--- config.mk ---
export PLATFORM = sky130hd
export DESIGN_NAME = meissa_pe_seq
export DESIGN_NICKNAME = d
export VERILOG_FILES = /design/src/rtl/meissa_pkg.sv /design/src/rtl/meissa_addr_gen.sv /design/src/rtl/meissa_pe_seq.sv
export SDC_FILE = /design/constraint.sdc
export NUM_CORES = 1
export LEC_CHECK = 0
export ABC_AREA = 0
export CORE_MARGIN = 4
export CORE_UTILIZATION = 51
export DETAILED_ROUTE_END_ITERATION = 7
export PLACE_DENSITY_LB_ADDON = 0.12
export SLEW_MARGIN = 30
export SYNTH_ARGS = -nofsm -noshare
export SYNTH_HDL_FRONTEND = slang
export SYNTH_HIERARCHICAL = 1
export SYNTH_SLANG_ARGS = --single-unit
--- constraint.sdc ---
create_clock -name clk -period 2.75 [get_ports clk]
set_input_delay 0.275 -clock clk [delete_from_list [all_inputs] [get_ports clk]]
set_output_delay 0.275 -clock clk [all_outputs]
set_load 0.03 [all_outputs]
--- src/rtl/meissa_pkg.sv ---
// ----------------------------------------------------------------------------
// meissa_pkg
// Shared constants and types for the meissa dot-product sequencer slice.
//   DEF_*_WIDTH : default widths used as parameter defaults by the modules
//   PE_LAT      : cycles from a buffer read strobe to the matching PE product
//                 (one buffer read cycle + one PE register stage)
//   seq_state_t : sequencer FSM state encoding
// ----------------------------------------------------------------------------
package meissa_pkg;

    localparam int DEF_DATA_WIDTH = 16;
    localparam int DEF_MAC_WIDTH  = 2 * DEF_DATA_WIDTH;
    localparam int DEF_ACC_WIDTH  = 40;
    localparam int DEF_ADDR_WIDTH = 9;

    // Drain length and valid-pipe depth both follow from this.
    localparam int PE_LAT = 2;

    typedef enum logic [1:0] {
        ST_IDLE  = 2'd0,
        ST_ISSUE = 2'd1,
        ST_DRAIN = 2'd2,
        ST_DONE  = 2'd3
    } seq_state_t;

endpackage

--- src/rtl/meissa_addr_gen.sv ---
// ----------------------------------------------------------------------------
// meissa_addr_gen
// Read-address generator for one operand buffer. Captures a base address and
// job length, then walks base+i (wrapping modulo 2^ADDR_WIDTH) one step per
// advance pulse.
//   clk, reset : clock, asynchronous active-low reset
//   load       : capture base/len, restart the issue counter at 0
//   advance    : step to the next address
//   base, len  : job base address and number of reads
//   rd_addr    : registered read address
//   last       : the address currently presented is the final one of the job
// ----------------------------------------------------------------------------
module meissa_addr_gen
    import meissa_pkg::*;
#(
    parameter int ADDR_WIDTH = DEF_ADDR_WIDTH
) (
    input  logic                  clk,
    input  logic                  reset,
    input  logic                  load,
    input  logic                  advance,
    input  logic [ADDR_WIDTH-1:0] base,
    input  logic [ADDR_WIDTH:0]   len,
    output logic [ADDR_WIDTH-1:0] rd_addr,
    output logic                  last
);

    logic [ADDR_WIDTH-1:0] base_q;
    logic [ADDR_WIDTH:0]   len_q;
    logic [ADDR_WIDTH:0]   cnt;
    logic [ADDR_WIDTH:0]   cnt_next;

    // The counter is one bit wider than the address so a full 2^ADDR_WIDTH
    // job can be counted; the address itself simply wraps.
    assign cnt_next = cnt + (ADDR_WIDTH+1)'(1);
    assign last     = (cnt_next == len_q);

    always_ff @(posedge clk or negedge reset) begin
        if (!reset) begin
            base_q  <= '0;
            len_q   <= '0;
            cnt     <= '0;
            rd_addr <= '0;
        end else if (load) begin
            base_q  <= base;
            len_q   <= len;
            cnt     <= '0;
            rd_addr <= base;
        end else if (advance) begin
            cnt     <= cnt_next;
            rd_addr <= base_q + cnt_next[ADDR_WIDTH-1:0];
        end
    end

endmodule

--- src/rtl/meissa_pe_seq.sv ---
// ----------------------------------------------------------------------------
// meissa_pe_seq
// Runs one dot-product job on an external meissa_pe stage: streams operand
// read pairs from the activation/weight buffers, accumulates the PE's
// registered products and returns the sum on a valid/ready port.
//   clk, reset             : clock, asynchronous active-low reset
//   start, base_a, base_w,
//   len                    : job request (sampled only while idle)
//   busy                   : high whenever a job is in progress
//   a_rd_en/a_rd_addr,
//   w_rd_en/w_rd_addr      : registered buffer read strobes and addresses
//   pe_maccout             : signed PE product, valid PE_LAT cycles after a read
//   res_valid/res_ready/
//   res_data               : result handshake and accumulated sum
// ----------------------------------------------------------------------------
module meissa_pe_seq
    import meissa_pkg::*;
#(
    parameter int DATA_WIDTH = DEF_DATA_WIDTH,
    parameter int MAC_WIDTH  = DATA_WIDTH * 2,
    parameter int ACC_WIDTH  = DEF_ACC_WIDTH,
    parameter int ADDR_WIDTH = DEF_ADDR_WIDTH
) (
    input  logic                  clk,
    input  logic                  reset,
    input  logic                  start,
    input  logic [ADDR_WIDTH-1:0] base_a,
    input  logic [ADDR_WIDTH-1:0] base_w,
    input  logic [ADDR_WIDTH:0]   len,
    output logic                  busy,
    output logic                  a_rd_en,
    output logic                  w_rd_en,
    output logic [ADDR_WIDTH-1:0] a_rd_addr,
    output logic [ADDR_WIDTH-1:0] w_rd_addr,
    input  logic [MAC_WIDTH-1:0]  pe_maccout,
    output logic                  res_valid,
    input  logic                  res_ready,
    output logic [ACC_WIDTH-1:0]  res_data
);

    localparam int DRAIN_W = (PE_LAT > 1) ? $clog2(PE_LAT) : 1;
    localparam logic [DRAIN_W-1:0] DRAIN_LAST = DRAIN_W'(PE_LAT - 1);

    seq_state_t           state;
    logic [DRAIN_W-1:0]   drain_cnt;
    logic [PE_LAT-1:0]    vpipe;
    logic [ACC_WIDTH-1:0] acc;
    logic                 acc_en;
    logic                 accept;
    logic                 advance;
    logic                 a_last;
    logic                 w_last;
    logic                 issue_last;
    logic [ACC_WIDTH-1:0] mac_ext;

    assign accept     = (state == ST_IDLE) && start;
    assign issue_last = a_last && w_last;
    assign advance    = (state == ST_ISSUE) && !issue_last;
    assign acc_en     = vpipe[PE_LAT-1];
    assign mac_ext    = {{(ACC_WIDTH-MAC_WIDTH){pe_maccout[MAC_WIDTH-1]}}, pe_maccout};
    assign res_data   = acc;

    meissa_addr_gen #(
        .ADDR_WIDTH (ADDR_WIDTH)
    ) u_addr_a (
        .clk     (clk),
        .reset   (reset),
        .load    (accept),
        .advance (advance),
        .base    (base_a),
        .len     (len),
        .rd_addr (a_rd_addr),
        .last    (a_last)
    );

    meissa_addr_gen #(
        .ADDR_WIDTH (ADDR_WIDTH)
    ) u_addr_w (
        .clk     (clk),
        .reset   (reset),
        .load    (accept),
        .advance (advance),
        .base    (base_w),
        .len     (len),
        .rd_addr (w_rd_addr),
        .last    (w_last)
    );

    // Control FSM. All handshake-facing outputs are registered here so they
    // change cleanly on the state transitions. A zero-length job skips
    // straight to DONE with the freshly cleared accumulator as its result.
    always_ff @(posedge clk or negedge reset) begin
        if (!reset) begin
            state     <= ST_IDLE;
            busy      <= 1'b0;
            a_rd_en   <= 1'b0;
            w_rd_en   <= 1'b0;
            res_valid <= 1'b0;
            drain_cnt <= '0;
        end else begin
            case (state)
                ST_IDLE: begin
                    if (start) begin
                        busy      <= 1'b1;
                        drain_cnt <= '0;
                        if (len != '0) begin
                            state   <= ST_ISSUE;
                            a_rd_en <= 1'b1;
                            w_rd_en <= 1'b1;
                        end else begin
                            state     <= ST_DONE;
                            res_valid <= 1'b1;
                        end
                    end
                end
                ST_ISSUE: begin
                    if (issue_last) begin
                        state   <= ST_DRAIN;
                        a_rd_en <= 1'b0;
                        w_rd_en <= 1'b0;
                    end
                end
                ST_DRAIN: begin
                    // Wait out the buffer + PE latency so the final products
                    // land in the accumulator before the result is offered.
                    if (drain_cnt == DRAIN_LAST) begin
                        state     <= ST_DONE;
                        res_valid <= 1'b1;
                        drain_cnt <= '0;
                    end else begin
                        drain_cnt <= drain_cnt + DRAIN_W'(1);
                    end
                end
                ST_DONE: begin
                    if (res_ready) begin
                        state     <= ST_IDLE;
                        res_valid <= 1'b0;
                        busy      <= 1'b0;
                    end
                end
                default: begin
                    state <= ST_IDLE;
                end
            endcase
        end
    end

    // Datapath: the valid pipe delays each read strobe by PE_LAT cycles so
    // acc_en lines up with the product of that read. The accumulator wraps
    // silently; it is cleared when a new job is accepted.
    always_ff @(posedge clk or negedge reset) begin
        if (!reset) begin
            vpipe <= '0;
            acc   <= '0;
        end else begin
            vpipe <= {vpipe[PE_LAT-2:0], a_rd_en};
            if (accept) begin
                acc <= '0;
            end else if (acc_en) begin
                acc <= acc + mac_ext;
            end
        end
    end

endmodule
# Word-level counts from Yosys, hierarchy flattened
# Cells that the tools add are included.
dict set report op_classes {
  n_addsub 6
  n_eq_ne 11
  muxes 30
  n_reduce_logical 17
}
# operator count
set ops {}
lappend ops {{$mux W40} 2}
lappend ops {{$add A40 B40 Y40} 1}
lappend ops {{$mux W10} 4}
lappend ops {{$mux W9} 4}
lappend ops {{$add A10 B1 Y10 const B} 2}
lappend ops {{$eq A10 B10 Y1} 2}
lappend ops {{$add A9 B9 Y9} 2}
lappend ops {{$mux W1} 10}
lappend ops {{$mux W2} 5}
lappend ops {{$ne A2 B2 Y1 const B} 5}
lappend ops {{$reduce_bool A10 Y1} 1}
lappend ops {{$reduce_bool A2 Y1} 5}
lappend ops {{$pmux W2 S4} 1}
lappend ops {{$reduce_and A4 Y1} 2}
lappend ops {{$pmux W1 S2} 3}
lappend ops {{$reduce_and A5 Y1} 1}
lappend ops {{$eq A2 B2 Y1 const B} 2}
lappend ops {{$logic_and A1 B1 Y1} 3}
lappend ops {{$pmux W1 S3} 1}
lappend ops {{$reduce_and A3 Y1} 1}
lappend ops {{$reduce_bool A3 Y1} 1}
lappend ops {{$eq A2 B1 Y1 const B} 1}
lappend ops {{$logic_not A2 Y1} 1}
lappend ops {{$ne A2 B1 Y1 const B} 1}
lappend ops {{other kinds (3)} 3}
dict set report totals {
  ff_bits 114
  input_bits 64
  output_inout_bits 62
  wordCells 78
}

# Logic depth before layout (Yosys ltp)
dict set report logic_depth {
  depth_word 7
  mapped_depth 14
  ltp_nobuf 12
}

# Cells and area by module
# Netlist, hierarchy kept.
# module instances cells_per_inst area_per_inst_um2 seq_area_each_um2
set modules_own_cells {}
lappend modules_own_cells {meissa_pe_seq 1 564 4550.6 1201.2}
lappend modules_own_cells {meissa_addr_gen 2 204 2172.1 950.9}

# Worst setup path after synthesis
# OpenSTA, ideal clock, no wires.
dict set report synth_path {
  path_type {register to register}
  start {register acc[0] (netlist: res_data[0])}
  end {register acc[32] (netlist: res_data[32])}
  setup_ns 0.080
  arrival_time_ns 2.714
  t_required_ns 2.670
  slack_ns -0.044
  stages_incl_launch_ff 11
  n_path_buf 0
  synth_period_minus_slack_ns 2.794
  path_cell_list {dfrtp_1 > ha_1 > inv_1 > fa_1 > nand2b_1 > a2111oi_4 > o311ai_2 > a211oi_2 > o211ai_1 > and4b_1 > nor3_2}
}
dict set report synth_between {
  elab_chain_len 3
}
# item line_no
set synth_lines {}
lappend synth_lines {{start: declaration} meissa_pe_seq.sv:47} ;# logic [ACC_WIDTH-1:0] acc;
lappend synth_lines {{start signal: assignment} meissa_pe_seq.sv:160} ;# acc <= acc + mac_ext;
lappend synth_lines {{$add A40 B40 Y40} meissa_pe_seq.sv:160}
lappend synth_lines {{$mux W40} meissa_pe_seq.sv:159} ;# end else if (acc_en) begin
lappend synth_lines {{$mux W40} meissa_pe_seq.sv:157} ;# if (accept) begin
# Every way passes these cells. The select of a mux whose other input is x is not followed.
# A chain may end at the register's enable or synchronous reset.

# Worst setup path after layout
dict set report layout_path {
  start {register u_addr_a.cnt[1]}
  end {register u_addr_a.rd_addr[6]}
}
dict set report layout_between {
  elab_chain_len 6
  word_cells_on_any_way 9
  classes_between {add/sub: 2; eq/ne: 1; mux: 2; reduce/logical: 4}
}
# item line_no
set layout_lines {}
lappend layout_lines {{start: declaration} meissa_addr_gen.sv:30} ;# logic [ADDR_WIDTH:0] cnt;
lappend layout_lines {{start signal: assignment} meissa_addr_gen.sv:50} ;# cnt <= cnt_next;
lappend layout_lines {{$add A10 B1 Y10 *} meissa_addr_gen.sv:35} ;# assign cnt_next = cnt + (ADDR_WIDTH+1)'(1);
lappend layout_lines {{parallel branches: the longest is 5 deep, another holds $add A9 B9 Y9} --}
lappend layout_lines {{end signal: assignment} meissa_addr_gen.sv:48} ;# rd_addr <= base;
lappend layout_lines {{end signal: assignment} meissa_addr_gen.sv:51} ;# rd_addr <= base_q + cnt_next[ADDR_WIDTH-1:0];
lappend layout_lines {{end: declaration} meissa_addr_gen.sv:24} ;# output logic [ADDR_WIDTH-1:0] rd_addr,
# Every way passes the cells marked *. The select of a mux whose other input is x is not followed.

==> impl_results.md <==
- Sequential share of the synthesized area: 0.3489
- Max H-tree Level: 4
- Final slew viol count: 0
- Type of element capturing the critical path: flip-flop
- Clock Path Buffers: 2
- Category of the critical setup timing path: reg -> reg
- Clock tree from TritonCTS: built
- Met2 usage in global routing: 0.4039
- Met1 Use GR: 0.3273
- Final core utilization: 0.6983
- Fillcell total: 1382
- Pre-antenna DRT Iters: 5
- Worst setup slack for register-to-register paths: 130 ps
- CTS clk-pin slew, worst paths: 60 ps
- Most used routing layer in global routing: met2
- Root Buffer: clkbuf_16
- Detailed-route via count: 8089
- Least-Margin Pin Slew: 878.3 ps
- Number of standard cells in the final layout excluding fillers: 1429
- CP max stage delay: 410 ps
- Worst slew margin relative to its limit: 0.4139
- Total congestion overflow: 0
- Fmax achieved: approximately 380 MHz
- Crit path setup slack, layout: 133.6 ps
- Worst ir drop on vdd: around 0.65 mV
- Worst path cell trace: ha_4 -> and3_4 -> xor2_1 -> buf_4 -> ha_1 -> a21o_1 -> nand2_1 -> nand3b_1 -> xor2_1 -> mux2_2 -> mux2_2
- Critical path data arrival time: 2920 ps
- Endpoints failing hold: 0
- Switching share of power: 0.4337
- Post-detailed-placement half-perimeter wirelength: between 15 and 20 mm
- Antenna Violating Nets Remaining: 0
- Number of synthesized flops with an enable pin: 0
- Boundary Pins: 126
- Final setup violating endpoints: 0
- Share of async-settable or async-resettable flops after synthesis: 1.000
- Part of the total power dissipated in sequential elements: 0.224
- Clock latency on the worst-skew pair: 420 ps
- Synth-to-Final Area Change: 34.84%
- Number of global-route vias before repair: around 8000
- Type of the tightest min-delay check: reg -> reg
- Pin count of the biggest net entering global routing: 50
- TritonCTS Sinks: approximately 120
- Unrepaired setup endpoints after global routing: yes
- Number of antenna violations at the first check in global routing: 0
- Routed wire length: 23.82 mm
- Min cycle time layout: 2616 ps
- Worst-case setup slack after placement: -372.9 ps
- Area taken by multi-input logic gates: approximately 5700 sq um
- Routed WL per cell: 16.67 microns
- Primary FF master, synth: dfrtp_1
- Standby leakage power: 0.005396 uW
- Internal power consumption: ~8400 uW
- Ys Warns: 6
- Worst Clk Skew: 11.33 ps
- Input/output buffers: 125
- Switching power of the nets: 6401 uW
- Final layout net count: 1322
- Total power: 14760 uW
- Maxcap violations: 0
- Die Width: 140.1 microns
- Part of the total power dissipated in the clock network: 0.153
- Data required time at the worst endpoint: around 3100 ps
- Initial core utilization: 0.5178
- Gate count after technology mapping: 972
- First-pass GRT wire length: a little under 40 mm
- Diode count: 0
- Mean area per synthesized cell: 9.151 sq um
- Seq cells post-synth: 124
- Number of cells in the design after placement: 1395
- DIE HEIGHT: around 140 microns
- Number of CTS-inserted buffers: 17
- GRT Total Usage: 0.2439
- Post-route worst hold slack: 351.6 ps
- Number of different library cells in the post-synthesis netlist: just over 70
- Combinational cell fraction of total power: 0.624
- Overall die area: between 15000 and 20000 sq um
- DRC violation count after routing: 0
- Mapped Nets: approximately 1100
- Total core area: around 17000 sq um
- Post-synth design cell area: 8895 sq um
- Starting DRC count in detailed routing: between 400 and 500
- Drt via density: ~5.7
- Sort of element at the start of the critical path: flip-flop
- Met3 Resource Use GR: 0.04029
- Portion of the clock cycle consumed by the worst path in the final layout: 0.9514
- Register cell area after layout: 3104 sq um
- Number of placement rows: 48
- Routability congestion estimate from global placement: 0.9150
- Layout cells sized above 1: 0.1985
- Status: completed
- Power per cell area: 1231 nW/um^2
- Standard cell with the maximum stage delay on the critical path: dfrtp_1
- Max FO, Critical Path: 6
-- logic make-up after synthesis --
family,synth area share
AO/OA/AOI/OAI,0.2012
XOR/XNOR,0.08145
adder cells (fa/ha/maj),0.09537
multiplexers,0.06794
buffers and inverters,0.03601
AND/OR/NAND/NOR,0.1692
flip-flops,0.3489
-- synth_stat cells, drive strengths merged, types with 7 or more instances --
| library cell | instances | area [sq um] |
|---|---|---|
| a211oi | 17 | 137.6 |
| a21o | 25 | 190.2 |
| a21oi | 63 | 326.6 |
| a22oi | 7 | 52.55 |
| a311oi | 7 | 61.31 |
| a31oi | 12 | 75.07 |
| and3 | 18 | 123.9 |
| buf | 10 | 50.05 |
| clkbuf | 29 | 108.9 |
| dfrtp | 124 | 3103 |
| ha | 63 | 788.3 |
| inv | 42 | 157.7 |
| mux2 | 35 | 394.1 |
| mux2i | 21 | 210.2 |
| nand2 | 76 | 285.3 |
| nand2b | 14 | 87.58 |
| nand3 | 30 | 165.2 |
| nand3b | 7 | 52.55 |
| nand4 | 12 | 75.07 |
| nor2 | 80 | 305.3 |
| nor3 | 17 | 105.1 |
| o211ai | 10 | 75.07 |
| o21a | 11 | 82.58 |
| o21ai | 73 | 365.3 |
| or3 | 8 | 50.05 |
| xnor2 | 37 | 339.1 |
| xor2 | 44 | 385.4 |
-- power by group through the flow --
stage,Clock [uW],Combinational (uW),Sequential (uW)
after floorplan,0,4980,4050
after CTS,2300,9020,3290
final,2250,9210,3300
after detailed placement,0,8910,3310
after global placement,0,8780,3290
after global routing,2390,10100,3420
-- layout make-up --
cell class | instances | share of cell area
clock buffer | 19 | 0.03609
clock inverter | 12 | 0.01241
inverter | 43 | 0.01367
multi-input combinational | 766 | 0.4752
sequential | 124 | 0.2588
tap | 225 | 0.02347
timing repair buffer | 240 | 0.1804
-- placed cells by master (no fill, tap or decap), types with 35 or more instances in the layout --
cell type,n
ha_1,61
buf_4,110
nor2_1,76
a21oi_1,61
mux2_2,35
dfrtp_1,123
xnor2_1,35
clkdlybuf4s50_1,124
nand2_1,76
xor2_1,38
inv_1,42
o21ai_0,68
-- state kept, by name, summed over array words and instances (netlist names) --
signal,cells
busy,1
w_rd_en,1
u_addr_a/base_q,9
u_addr_w/len_q,10
u_addr_a/rd_addr,9
state,2
res_data,40
vpipe,2
res_valid,1
u_addr_w/cnt,10
u_addr_a/len_q,10
u_addr_w/rd_addr,9
u_addr_a/cnt,10
drain_cnt,1
u_addr_w/base_q,9
-- layer usage --
metal,vias to the layer above,routed length (microns)
met1,3866,10820
met5,-,0
met4,0,476
li1,3972,-
met3,31,1062
met2,220,11470
-- critical path: cells and delay by family (launching register included) --
kind            cells  cell delay, ps
buf+inv             1             150
fa+ha+maj           2             530
xor+xnor            2             330
mux                 2             510
compound gates      1             210
flops               1             410
simple gates        3             360
-- path summary, 6_finish.rpt --
check	endpoint	startpoint	depth (start not counted)
max	u_addr_a/rd_addr[6]$_DFFE_PN0P_	u_addr_a/cnt[1]$_DFFE_PN0P_	11
min in group asynchronous	res_data[11]$_DFFE_PN0P_	reset	2
max reg2reg	u_addr_a/rd_addr[6]$_DFFE_PN0P_	u_addr_a/cnt[1]$_DFFE_PN0P_	11
min reg2reg	vpipe[1]$_DFF_PN0_	vpipe[0]$_DFF_PN0_	0
min	vpipe[1]$_DFF_PN0_	vpipe[0]$_DFF_PN0_	0
max in group asynchronous	u_addr_w/len_q[0]$_DFFE_PN0P_	reset	3
-- metrics by stage --
stage	instance area (sq um)	TNS [ps]
final	11990	0
after global routing	11990	-501.9
after detailed placement	11140	-5381
after CTS	11760	0
after global placement	11140	-4689
after floorplan	8904	-18.10
-- timing repair --
item | 4_1_cts | 5_1_grt
hold buffers | 1 | 0
endpoints found under the setup margin | 39 | 49
pin swaps | 1 | 19
gates resized for setup | 8 | 43
hold endpoints to repair | 45 | 0
buffers inserted | 0 | 2
(Power assumes the default switching activity.)
